==> src/rtl/spi_aes_multi_master.sv <==
// spi_aes_multi_master
//   Serial master that streams a 128-bit block followed by an Nk-word key to one
//   of NUM_CH AES engine slaves, waits GAP turnaround cycles, then shifts the
//   128-bit result back in from the selected slave's MISO line.
// Ports
//   clk       : single clock, posedge only
//   rst       : asynchronous reset, active-low
//   start/sel : transaction request and target slave, sampled while idle
//   data_in   : block to send, bit 127 first
//   key       : key to send, bit Nk*32-1 first
//   miso      : one serial result line per slave
//   mosi      : shared serial data line
//   cs_n      : active-low chip-selects, at most one low
//   busy      : transaction in progress
//   done      : one-cycle pulse, data_out valid from this cycle
//   err       : one-cycle pulse, start rejected because sel >= NUM_CH
//   data_out  : last received result, first-received bit at [127]
module spi_aes_multi_master #(
    parameter int Nk     = 4,
    parameter int NUM_CH = 2,
    parameter int GAP    = 4,
    parameter int SEL_W  = 1
) (
    input  logic              clk,
    input  logic              rst,
    input  logic              start,
    input  logic [SEL_W-1:0]  sel,
    input  logic [127:0]      data_in,
    input  logic [Nk*32-1:0]  key,
    input  logic [NUM_CH-1:0] miso,
    output logic              mosi,
    output logic [NUM_CH-1:0] cs_n,
    output logic              busy,
    output logic              done,
    output logic              err,
    output logic [127:0]      data_out
);

    localparam int S  = 128 + Nk * 32;
    localparam int CW = $clog2(S);
    localparam int MW = 2 ** SEL_W;

    localparam logic [CW-1:0]     SEND_LAST = CW'(S - 1);
    localparam logic [CW-1:0]     WAIT_LAST = CW'((GAP == 0) ? 0 : GAP - 1);
    localparam logic [CW-1:0]     RECV_LAST = CW'(127);
    localparam logic [SEL_W:0]    NUM_CH_V  = (SEL_W + 1)'(NUM_CH);
    localparam logic [NUM_CH-1:0] CH0       = NUM_CH'(1);

    typedef enum logic [2:0] {
        ST_IDLE,
        ST_SEND,
        ST_WAIT,
        ST_RECV,
        ST_DONE
    } state_t;

    state_t            state_q, state_d;
    logic [CW-1:0]     cnt_q, cnt_d;
    logic [S-1:0]      tx_q, tx_d;
    logic [127:0]      rx_q, rx_d;
    logic [SEL_W-1:0]  sel_q, sel_d;
    logic              mosi_q, mosi_d;
    logic [NUM_CH-1:0] cs_n_q, cs_n_d;
    logic              busy_q, busy_d;
    logic              done_q, done_d;
    logic              err_q, err_d;
    logic [127:0]      dout_q, dout_d;

    // Pad miso to a power of two so a SEL_W-bit index never runs off the end.
    logic [MW-1:0] miso_ext;
    assign miso_ext = MW'(miso);

    always_comb begin
        state_d = state_q;
        cnt_d   = cnt_q + 1'b1;
        tx_d    = tx_q;
        rx_d    = rx_q;
        sel_d   = sel_q;
        mosi_d  = mosi_q;
        cs_n_d  = cs_n_q;
        busy_d  = busy_q;
        done_d  = 1'b0;
        err_d   = 1'b0;
        dout_d  = dout_q;
        case (state_q)
            ST_IDLE: begin
                cnt_d = '0;
                if (start) begin
                    if ({1'b0, sel} < NUM_CH_V) begin
                        state_d = ST_SEND;
                        sel_d   = sel;
                        // First bit goes straight to mosi; the rest queue in tx.
                        mosi_d  = data_in[127];
                        tx_d    = {data_in[126:0], key, 1'b0};
                        cs_n_d  = ~(CH0 << sel);
                        busy_d  = 1'b1;
                    end else begin
                        err_d = 1'b1;
                    end
                end
            end
            ST_SEND: begin
                if (cnt_q == SEND_LAST) begin
                    cnt_d   = '0;
                    mosi_d  = 1'b0;
                    state_d = (GAP == 0) ? ST_RECV : ST_WAIT;
                end else begin
                    mosi_d = tx_q[S-1];
                    tx_d   = {tx_q[S-2:0], 1'b0};
                end
            end
            ST_WAIT: begin
                if (cnt_q == WAIT_LAST) begin
                    cnt_d   = '0;
                    state_d = ST_RECV;
                end
            end
            ST_RECV: begin
                rx_d = {rx_q[126:0], miso_ext[sel_q]};
                // The result is published on the edge entering DONE so that
                // data_out is already valid while done is high.
                if (cnt_q == RECV_LAST) begin
                    cnt_d   = '0;
                    state_d = ST_DONE;
                    dout_d  = rx_d;
                    done_d  = 1'b1;
                    cs_n_d  = '1;
                end
            end
            ST_DONE: begin
                cnt_d   = '0;
                state_d = ST_IDLE;
                busy_d  = 1'b0;
            end
            default: begin
                cnt_d   = '0;
                state_d = ST_IDLE;
            end
        endcase
    end

    always_ff @(posedge clk or negedge rst) begin
        if (!rst) begin
            state_q <= ST_IDLE;
            cnt_q   <= '0;
            tx_q    <= '0;
            rx_q    <= '0;
            sel_q   <= '0;
            mosi_q  <= 1'b0;
            cs_n_q  <= '1;
            busy_q  <= 1'b0;
            done_q  <= 1'b0;
            err_q   <= 1'b0;
            dout_q  <= '0;
        end else begin
            state_q <= state_d;
            cnt_q   <= cnt_d;
            tx_q    <= tx_d;
            rx_q    <= rx_d;
            sel_q   <= sel_d;
            mosi_q  <= mosi_d;
            cs_n_q  <= cs_n_d;
            busy_q  <= busy_d;
            done_q  <= done_d;
            err_q   <= err_d;
            dout_q  <= dout_d;
        end
    end

    assign mosi     = mosi_q;
    assign cs_n     = cs_n_q;
    assign busy     = busy_q;
    assign done     = done_q;
    assign err      = err_q;
    assign data_out = dout_q;

endmodule

==> config.mk <==
export PLATFORM = sky130hd
export DESIGN_NAME = spi_aes_multi_master
export DESIGN_NICKNAME = d
export VERILOG_FILES = /design/src/rtl/spi_aes_multi_master.sv
export SDC_FILE = /design/constraint.sdc
export NUM_CORES = 1
export LEC_CHECK = 0
export ABC_AREA = 1
export CAP_MARGIN = 25
export CELL_PAD_IN_SITES_DETAIL_PLACEMENT = 0
export CELL_PAD_IN_SITES_GLOBAL_PLACEMENT = 1
export CORE_UTILIZATION = 44
export CTS_BUF_LIST = sky130_fd_sc_hd__clkbuf_8
export DETAILED_ROUTE_END_ITERATION = 10
export HOLD_SLACK_MARGIN = 0.1
export PLACE_DENSITY_LB_ADDON = 0.1
export SYNTH_ARGS = -nofsm -noshare
export SYNTH_HDL_FRONTEND = slang
export SYNTH_SLANG_ARGS = --single-unit
==> constraint.sdc <==
create_clock -name clk -period 4.5 [get_ports clk]
set_clock_uncertainty 0.15 [all_clocks]
set_input_delay 0.45 -clock clk [delete_from_list [all_inputs] [get_ports clk]]
set_output_delay 0.45 -clock clk [all_outputs]
set_load 0.02 [all_outputs]
---- Yosys cells after proc, flatten, opt, wreduce, memory -nomap -nowiden ----
Cells that the tools add are included.
operators by class
  muxes and demuxes ....................... 24
  $lt $le $gt $ge ......................... 1
  shifts and indexed selects .............. 1
  add/sub/neg operators ................... 1
  bitwise operators ....................... 1
  reduce and logical (&&, ||, !) cells .... 11
  eq/ne operators ......................... 12
operator list
  operator                                              count
  2-to-1 mux 256 bit                                    2
  one-hot mux 256 bit (2 select lines)                  1
  2-to-1 mux 8 bit                                      3
  one-hot mux 8 bit (3 select lines)                    1
  2-to-1 mux 3 bit                                      4
  one-hot mux 3 bit (4 select lines)                    1
  inequality test 2 bit (second input constant)         5
  adder 8 x 1 -> 8 bit (second input constant)          1
  equality test 8 x 2 -> 1 bit (second input constant)  1
  equality test 8 x 7 -> 1 bit (second input constant)  1
  equality test 8 bit (second input constant)           1
  AND reduction 2 bit                                   4
  2-to-1 mux 1 bit                                      7
  equality test 3 x 2 -> 1 bit (second input constant)  2
  AND reduction 3 bit                                   2
  nonzero test 2 bit                                    3
  2-to-1 mux 2 bit                                      2
  one-hot mux 1 bit (2 select lines)                    2
  one-hot mux 2 bit (2 select lines)                    1
  AND reduction 4 bit                                   1
  equality test 3 x 1 -> 1 bit (second input constant)  1
  equality test 3 bit (second input constant)           1
  logical NOT 3 bit                                     1
  < comparator 1 x 2 -> 1 bit (second input constant)   1
  other kinds (2)                                       2
storage, ports and cells
  word-level logic and storage cells ...... 61
  flip-flop bits (word level) ............. 528
  input port bits ......................... 262
  output and inout port bits .............. 134

---- Longest topological paths before layout ----
Gate-level depths: netlist of run 1.
  depth in word-level cells ............... 4
  gate-level depth with buffers ........... 11
  depth with buffers taken out ............ 9

---- Least setup slack after synthesis of run 1 ----
No wires, ideal clock.
  kind .................................... reg-to-reg
  from .................................... register cnt_q[0]
  to ...................................... register dout_q[126] (netlist: data_out[126])
  stages on the path, launching flop included .. 11
  arrival ................................. 1,586 ps
  path slack .............................. 2,645 ps
  cell sequence ........................... dfrtp_1 > ha_1 > nand2_1 > nor2_4 > nand2_1 > buf_6 > buf_6 > nor2_4 > buf_2 > nand2_1 > o21a_1
between the ends
  longest elaborated chain between the ends .. 2
RTL lines
  element                               RTL line  text
  from (decl)                           58        logic [CW-1:0] cnt_q, cnt_d;
  from (signal assigned)                157       cnt_q <= cnt_d;
  equality test 8 x 7 -> 1 bit          122       if (cnt_q == RECV_LAST) begin
  AND reduction 2 bit (no source line)  --
  to (signal assigned)                  166       dout_q <= dout_d;
  to (decl)                             67        logic [127:0] dout_q, dout_d;
No other way between the ends.
A chain may end at the register's enable or synchronous reset.

---- Worst setup path after layout of run 1 ----
  from .................................... register state_q[2]
  to ...................................... register state_q[1]
between the ends
  longest elaborated chain between the ends .. 3
  elaborated cells on any way between the ends .. 10
RTL lines
  element                                               RTL line  text
  from (decl)                                           57        state_t state_q, state_d;
  from (signal assigned)                                156       state_q <= state_d;
  equality test 3 x 2 -> 1 bit (tied with other cells)  85        case (state_q)
  inequality test 2 bit (no source line)                --
  AND reduction 4 bit (no source line)                  --
Several ways; a longest one is shown, not always the timed one.

==> impl_metrics.json, run 1 <==
{
  "outcome": "finished clean",
  "grt_use_total_pct": 22.4,
  "cts.sinks": 527,
  "grt_max_degree": 246,
  "area_growth_pct": 27.1,
  "yosys_warnings": 0,
  "avgSynthCellArea_um2": 8.75,
  "first_pass_iters": 5,
  "ys_async_sr_fraction_pct": 100,
  "clk_latency_ns": 0.66,
  "worstSetupEndpointType": "flip-flop",
  "cts.path.max_buffers": 3,
  "hpwl_um": 36100,
  "synthTopCellsByCount": "904 x nand2_1, 525 x dfrtp_1, 384 x o21ai_0",
  "grt_overflow": 0,
  "antenna_found_initial": 13,
  "ant_nets": 0,
  "power.total_mw": 9.35,
  "crit_type": "reg -> reg",
  "cts_tree": "yes",
  "min_path_type": "in -> reg",
  "syn_nets": 2843,
  "dr_total_vias": 18200,
  "critPathMaxFanout": 77,
  "arrival_ns": 3.29,
  "post-route-min-period_ns": 2.90,
  "synth_area_leaders": "dfrtp_1 58%, nand2_1 15%, o21ai_0 8.5%, o211ai_1 8.4%, inv_1 4.5%",
  "irDropWorstVdd_uv": 236,
  "post-route-period-util_pct": 64.4,
  "internal_power_mw": 7.25,
  "p_per_area_nw_per_um2": 326,
  "grt_pass1_wl_um": 94200,
  "final.setup.tns_ns": 0,
  "layout-drive-gt1-share_pct": 5.41,
  "combPwrFrac_pct": 3.9,
  "worst_setup_path_start_kind": "flip-flop",
  "num_io_pins": 396,
  "setup_viol": 0,
  "power_frac_clock_pct": 44.9,
  "max_freq_ghz": 0.345,
  "layout.nets": 3174,
  "synthFlopType": "dfrtp_1",
  "yosys.area.top_type": "dfrtp_1",
  "via_per_inst": 4.97,
  "cts_max_level": 3,
  "hold_viol": 0,
  "rsz0062_at_grt": "no",
  "wl_per_cell_um": 15.8,
  "core_um2": 50400,
  "synth_seq_cells": 527,
  "clk_root_buffer_cell": "clkbuf_8",
  "p_sw_mw": 2.10,
  "tightest_slew_ns": 1.03,
  "relSlewSlack_pct": 31.2,
  "routed_wl_um": 57600,
  "num_rows": 82,
  "power.share.sequential_pct": 51.1,
  "p_leak_nw": 13.1,
  "port_buffers": 394,
  "synth_seq_area_share_pct": 58.4,
  "start_util_pct": 44.8,
  "drv_cap": 0,
  "place.gp.congestion": 0.823,
  "critical_path_required_ns": 4.89,
  "netlist.area_leader.share_pct": 58.2,
  "synth.most_common_cell": "nand2_1",
  "cts_buffers": 91,
  "die_y_um": 229,
  "grt_pass1_vias": 17400,
  "drc_errors": 0,
  "drt_iter0_markers": 1427,
  "clk_pin_slew_worst_paths_ns": 0.06,
  "p_sw_share_pct": 22.5,
  "postSynthCellCount": 2580,
  "die_x_um": 229,
  "synth_edf_count": 0,
  "netlist_area_um2": 22600,
  "ys_types": 28,
  "report.final.slew_viol_count": 0,
  "dieArea_um2": 52200
}
logic make-up after synthesis:
family / count (synthesis) / synth area share, %
simple gates: 938 / 15.8
buf+inv: 455 / 8.21
compound gates: 656 / 17.4
other cells: 1 / 0.0166
xor+xnor: 2 / 0.0776
fa+ha+maj: 1 / 0.0554
flops: 527 / 58.4
per-stage QoR:
step,cell area [um2],setup slack (ns),hold slack (ns),std cells,util [%]
finish,28700,1.60,0.210,3656,56.9
global route,28700,1.35,0.205,3653,56.9
CTS,28700,1.57,0.131,3649,56.9
detailed placement,26900,1.58,0.309,3489,53.4
global placement,26900,1.64,0.300,3489,53.4
floorplan,22600,2.65,0.00441,2580,-
sequential cells by signal, summed over array words and instances (netlist names):
register and cells:
busy 1, cnt_q 8, cs_n 2, data_out 128, done 1, mosi 1, rx_q 127, sel_q 1
state_q 3, tx_q 255
worst max-delay path: stages (launching register included):
cell and delay, ns:
dfrtp_1 0.48, nor3_4 0.31, buf_4 0.51, buf_4 0.71, nand2_1 0.19, nand2_1 0.14, nor2_2 0.08, nand3_1 0.07
nand2_1 0.06
power by group through the flow:
| stage | logic, mW | clock network (mW) | registers, mW |
|---|---|---|---|
| CTS | 0.377 | 4.35 | 4.78 |
| floorplan | 0.0192 | 0 | 4.86 |
| detailed placement | 0.372 | 0 | 4.86 |
| finish | 0.366 | 4.20 | 4.78 |
| global route | 0.404 | 4.56 | 4.78 |
| global placement | 0.372 | 0 | 4.86 |
path summary, 6_finish.rpt:
path | slack [ns] | endpoint | startpoint | depth (start not counted)
max in group asynchronous | 2.83 | data_out[23] | rst | 3
min in group asynchronous | 0.28 | tx_q[64] | rst | 2
setup / recovery | 1.60 | state_q[1] | state_q[2] | 8
setup reg to reg | 1.60 | state_q[1] | state_q[2] | 8
hold reg to reg | 0.31 | cnt_q[0] | cnt_q[0] | 1
hold / removal | 0.21 | cs_n[1] | sel | 2
layer usage:
| layer | vias up | routed length, um | track usage (%) |
|---|---|---|---|
| li1 | 8995 | - | - |
| met1 | 8611 | 26600 | 31.3 |
| met2 | 440 | 25800 | 33.1 |
| met3 | 111 | 3770 | 6.47 |
| met4 | 12 | 1430 | 7.70 |
| met5 | - | 65 | 0 |
what timing repair did:
action / 4_1_cts / 5_1_grt
hold endpoints to repair: 98 / 0
hold buffers: 1 / 0
buffers inserted: 0 / 0
endpoints found under the setup margin: 0 / 0
gates resized for setup: 0 / 0
layout make-up:
type,instances,area (um2)
Clock buffer,107,1470
Clock inverter,52,283
Fill cell,4564,21700
Inverter,272,1030
Timing Repair Buffer,421,4300
Tap cell,672,841
Antenna cell,7,17.5
Sequential cell,527,13200
Multi-Input combinational cell,1598,7550
layout by cell type (no fill, tap or decap), types with 3 or more instances in the layout:
cell	count
buf_12	12
buf_4	14
o211ai_1	253
o21a_1	3
o21ai_1	4
clkbuf_8	107
a21oi_1	8
clkinvlp_4	4
inv_1	306
clkinv_2	10
nor2_1	21
diode_2	7
nand3_1	4
nor3_1	4
o21ai_0	384
dfrtp_1	525
clkdlybuf4s50_1	393
nand2_1	902
Note: power is estimated with default switching activity, not from simulation.
==> run 2, diff against run 1 <==
CORE_UTILIZATION = 37   (was 44)
clock period = 2.6 ns   (was 4.5 ns; I/O delays follow)
==> run 2 against run 1 <==
Die area grew 19%; clock power grew 77%; cell count grew 11%; critical path type is now reg -> out.
==> impl_metrics.json, run 2 (synthesis gave the netlist of run 1 again) <==
{
  "start_util_pct": 37.4,
  "p_sw_share_pct": 23.4,
  "power.share.sequential_pct": 49.5,
  "post-route-min-period_ns": 2.26,
  "layout.nets": 3439,
  "place.gp.congestion": 0.786,
  "layout.cells.non_filler": 4042,
  "p_sw_mw": 3.92,
  "slowest_stage": "clkdlybuf4s50_1",
  "grt_overflow": 0,
  "num_rows": 90,
  "post-route-period-util_pct": 87.1,
  "p_per_area_nw_per_um2": 527,
  "clk_root_buffer_cell": "clkbuf_8",
  "antenna_found_initial": 9,
  "first_pass_iters": 5,
  "port_buffers": 394,
  "min_path_type": "in -> reg",
  "tightest_slew_ns": 0.596,
  "cp_top_family": "buffers and inverters",
  "die_y_um": 249,
  "cts_max_level": 3,
  "drc_errors": 0,
  "hold_viol": 0,
  "hpwl_um": 38600,
  "cts_tree": "yes",
  "dp_cells": 3623,
  "wl_per_cell_um": 15.6,
  "final.setup.tns_ns": 0,
  "rsz0062_at_grt": "no",
  "fill_cells": 5621,
  "report.final.slew_viol_count": 0,
  "postLayoutCellArea_um2": 31700,
  "slowest_delay_ns": 0.65,
  "grt_max_degree": 146,
  "combPwrFrac_pct": 6.0,
  "grt_pass1_wl_um": 103000,
  "via_per_inst": 4.79,
  "max_freq_ghz": 0.442,
  "final_cell_mix": "902 x nand2_1, 525 x dfrtp_1, 393 x clkdlybuf4s50_1, 384 x o21ai_0, 318 x inv_1",
  "layout-drive-gt1-share_pct": 5.72,
  "grt_pass1_vias": 19300,
  "cts_setup_buffers": 0,
  "mostFrequentLayoutCell": "nand2_1",
  "core_um2": 60400,
  "clk_latency_ns": 0.68,
  "dr_total_vias": 19300,
  "setup_viol": 0,
  "area_growth_pct": 40.4,
  "clk_pin_slew_worst_paths_ns": 0.06,
  "grt_use_total_pct": 20.5,
  "internal_power_mw": 12.8,
  "arrival_ns": 1.85,
  "worst_setup_path_start_kind": "flip-flop",
  "die_x_um": 249,
  "routed_wl_um": 63200,
  "crit_type": "reg -> out",
  "worstSetupEndpointType": "primary output",
  "cts_buffers": 93,
  "critical_path_required_ns": 2.19,
  "cts.path.max_buffers": 3,
  "relSlewSlack_pct": 60.2,
  "irDropWorstVdd_uv": 368,
  "num_io_pins": 396,
  "largest-register": "tx_q",
  "drv_cap": 0,
  "post_cts_resized": 0,
  "critPathBufInv": 1,
  "dieArea_um2": 62000,
  "p_leak_nw": 14.3,
  "ant_nets": 0,
  "largest_reg_flops": 255,
  "critPathMaxFanout": 2,
  "cts.sinks": 527,
  "placed_area_um2": 27400,
  "cp_cell_sequence": "clkdlybuf4s50_1",
  "drt_iter0_markers": 1395,
  "power_frac_clock_pct": 44.6,
  "hold_buffers": 240,
  "outcome": "finished clean"
}
run 2: cell types whose count changed in the layout (fill, tap and decap cells not counted), moves of 2 or more:
cell / before / now
inv_1: 306 / 318
clkinv_2: 10 / 6
clkinvlp_4: 4 / 0
bufinv_16: 2 / 0
clkinv_8: 0 / 4
buf_4: 14 / 21
clkbuf_8: 107 / 112
buf_12: 12 / 29
dlygate4sd3_1: 1 / 239
run 2: routing by layer:
layer	part of all wire [%]	track usage, %
met1	48	28.9
met2	45	31.5
met3	4.9	4.27
met4	2.7	6.88
met5	0.060	0
run 2: area by class of cell:
class | count | area [um2] | share of cell area (%)
Sequential cell | 527 | 13200 | 41.6
Clock buffer | 112 | 1540 | 4.86
Inverter | 272 | 1030 | 3.24
Tap cell | 782 | 978 | 3.09
Antenna cell | 8 | 20.0 | 0.0631
Timing Repair Buffer | 684 | 7110 | 22.4
Clock inverter | 59 | 292 | 0.919
Multi-Input combinational cell | 1598 | 7550 | 23.8
run 2: through the flow:
step                      hold WS, ns  total power, mW  util [%]  setup WS [ns]
after floorplan                -0.186             8.45         -          0.745
after global placement          0.147             9.10      45.5          0.429
after detailed placement        0.159             9.10      45.5          0.389
after CTS                       0.100             17.0      52.5          0.252
after global routing            0.104             17.4      52.5         0.0888
final                           0.133             16.7      52.5          0.336
run 2: worst paths after layout:
path / end / slack (ns) / cells after the start / start
max: cs_n[1] / 0.34 / 1 / cs_n[1]
min: tx_q[189] / 0.13 / 3 / data_in[60]
max reg2reg: tx_q[47] / 0.36 / 8 / state_q[1]
min reg2reg: cnt_q[0] / 0.31 / 1 / cnt_q[0]
max in group asynchronous: tx_q[191] / 1.64 / 3 / rst
min in group asynchronous: tx_q[79] / 0.20 / 3 / rst
run 2: power groups by stage:
stage	Combinational, mW	Clock [mW]	Sequential [mW]
global placement	0.681	0	8.42
global route	1.08	8.06	8.27
detailed placement	0.680	0	8.42
finish	0.995	7.45	8.27
floorplan	0.0332	0	8.41
CTS	1.01	7.72	8.27
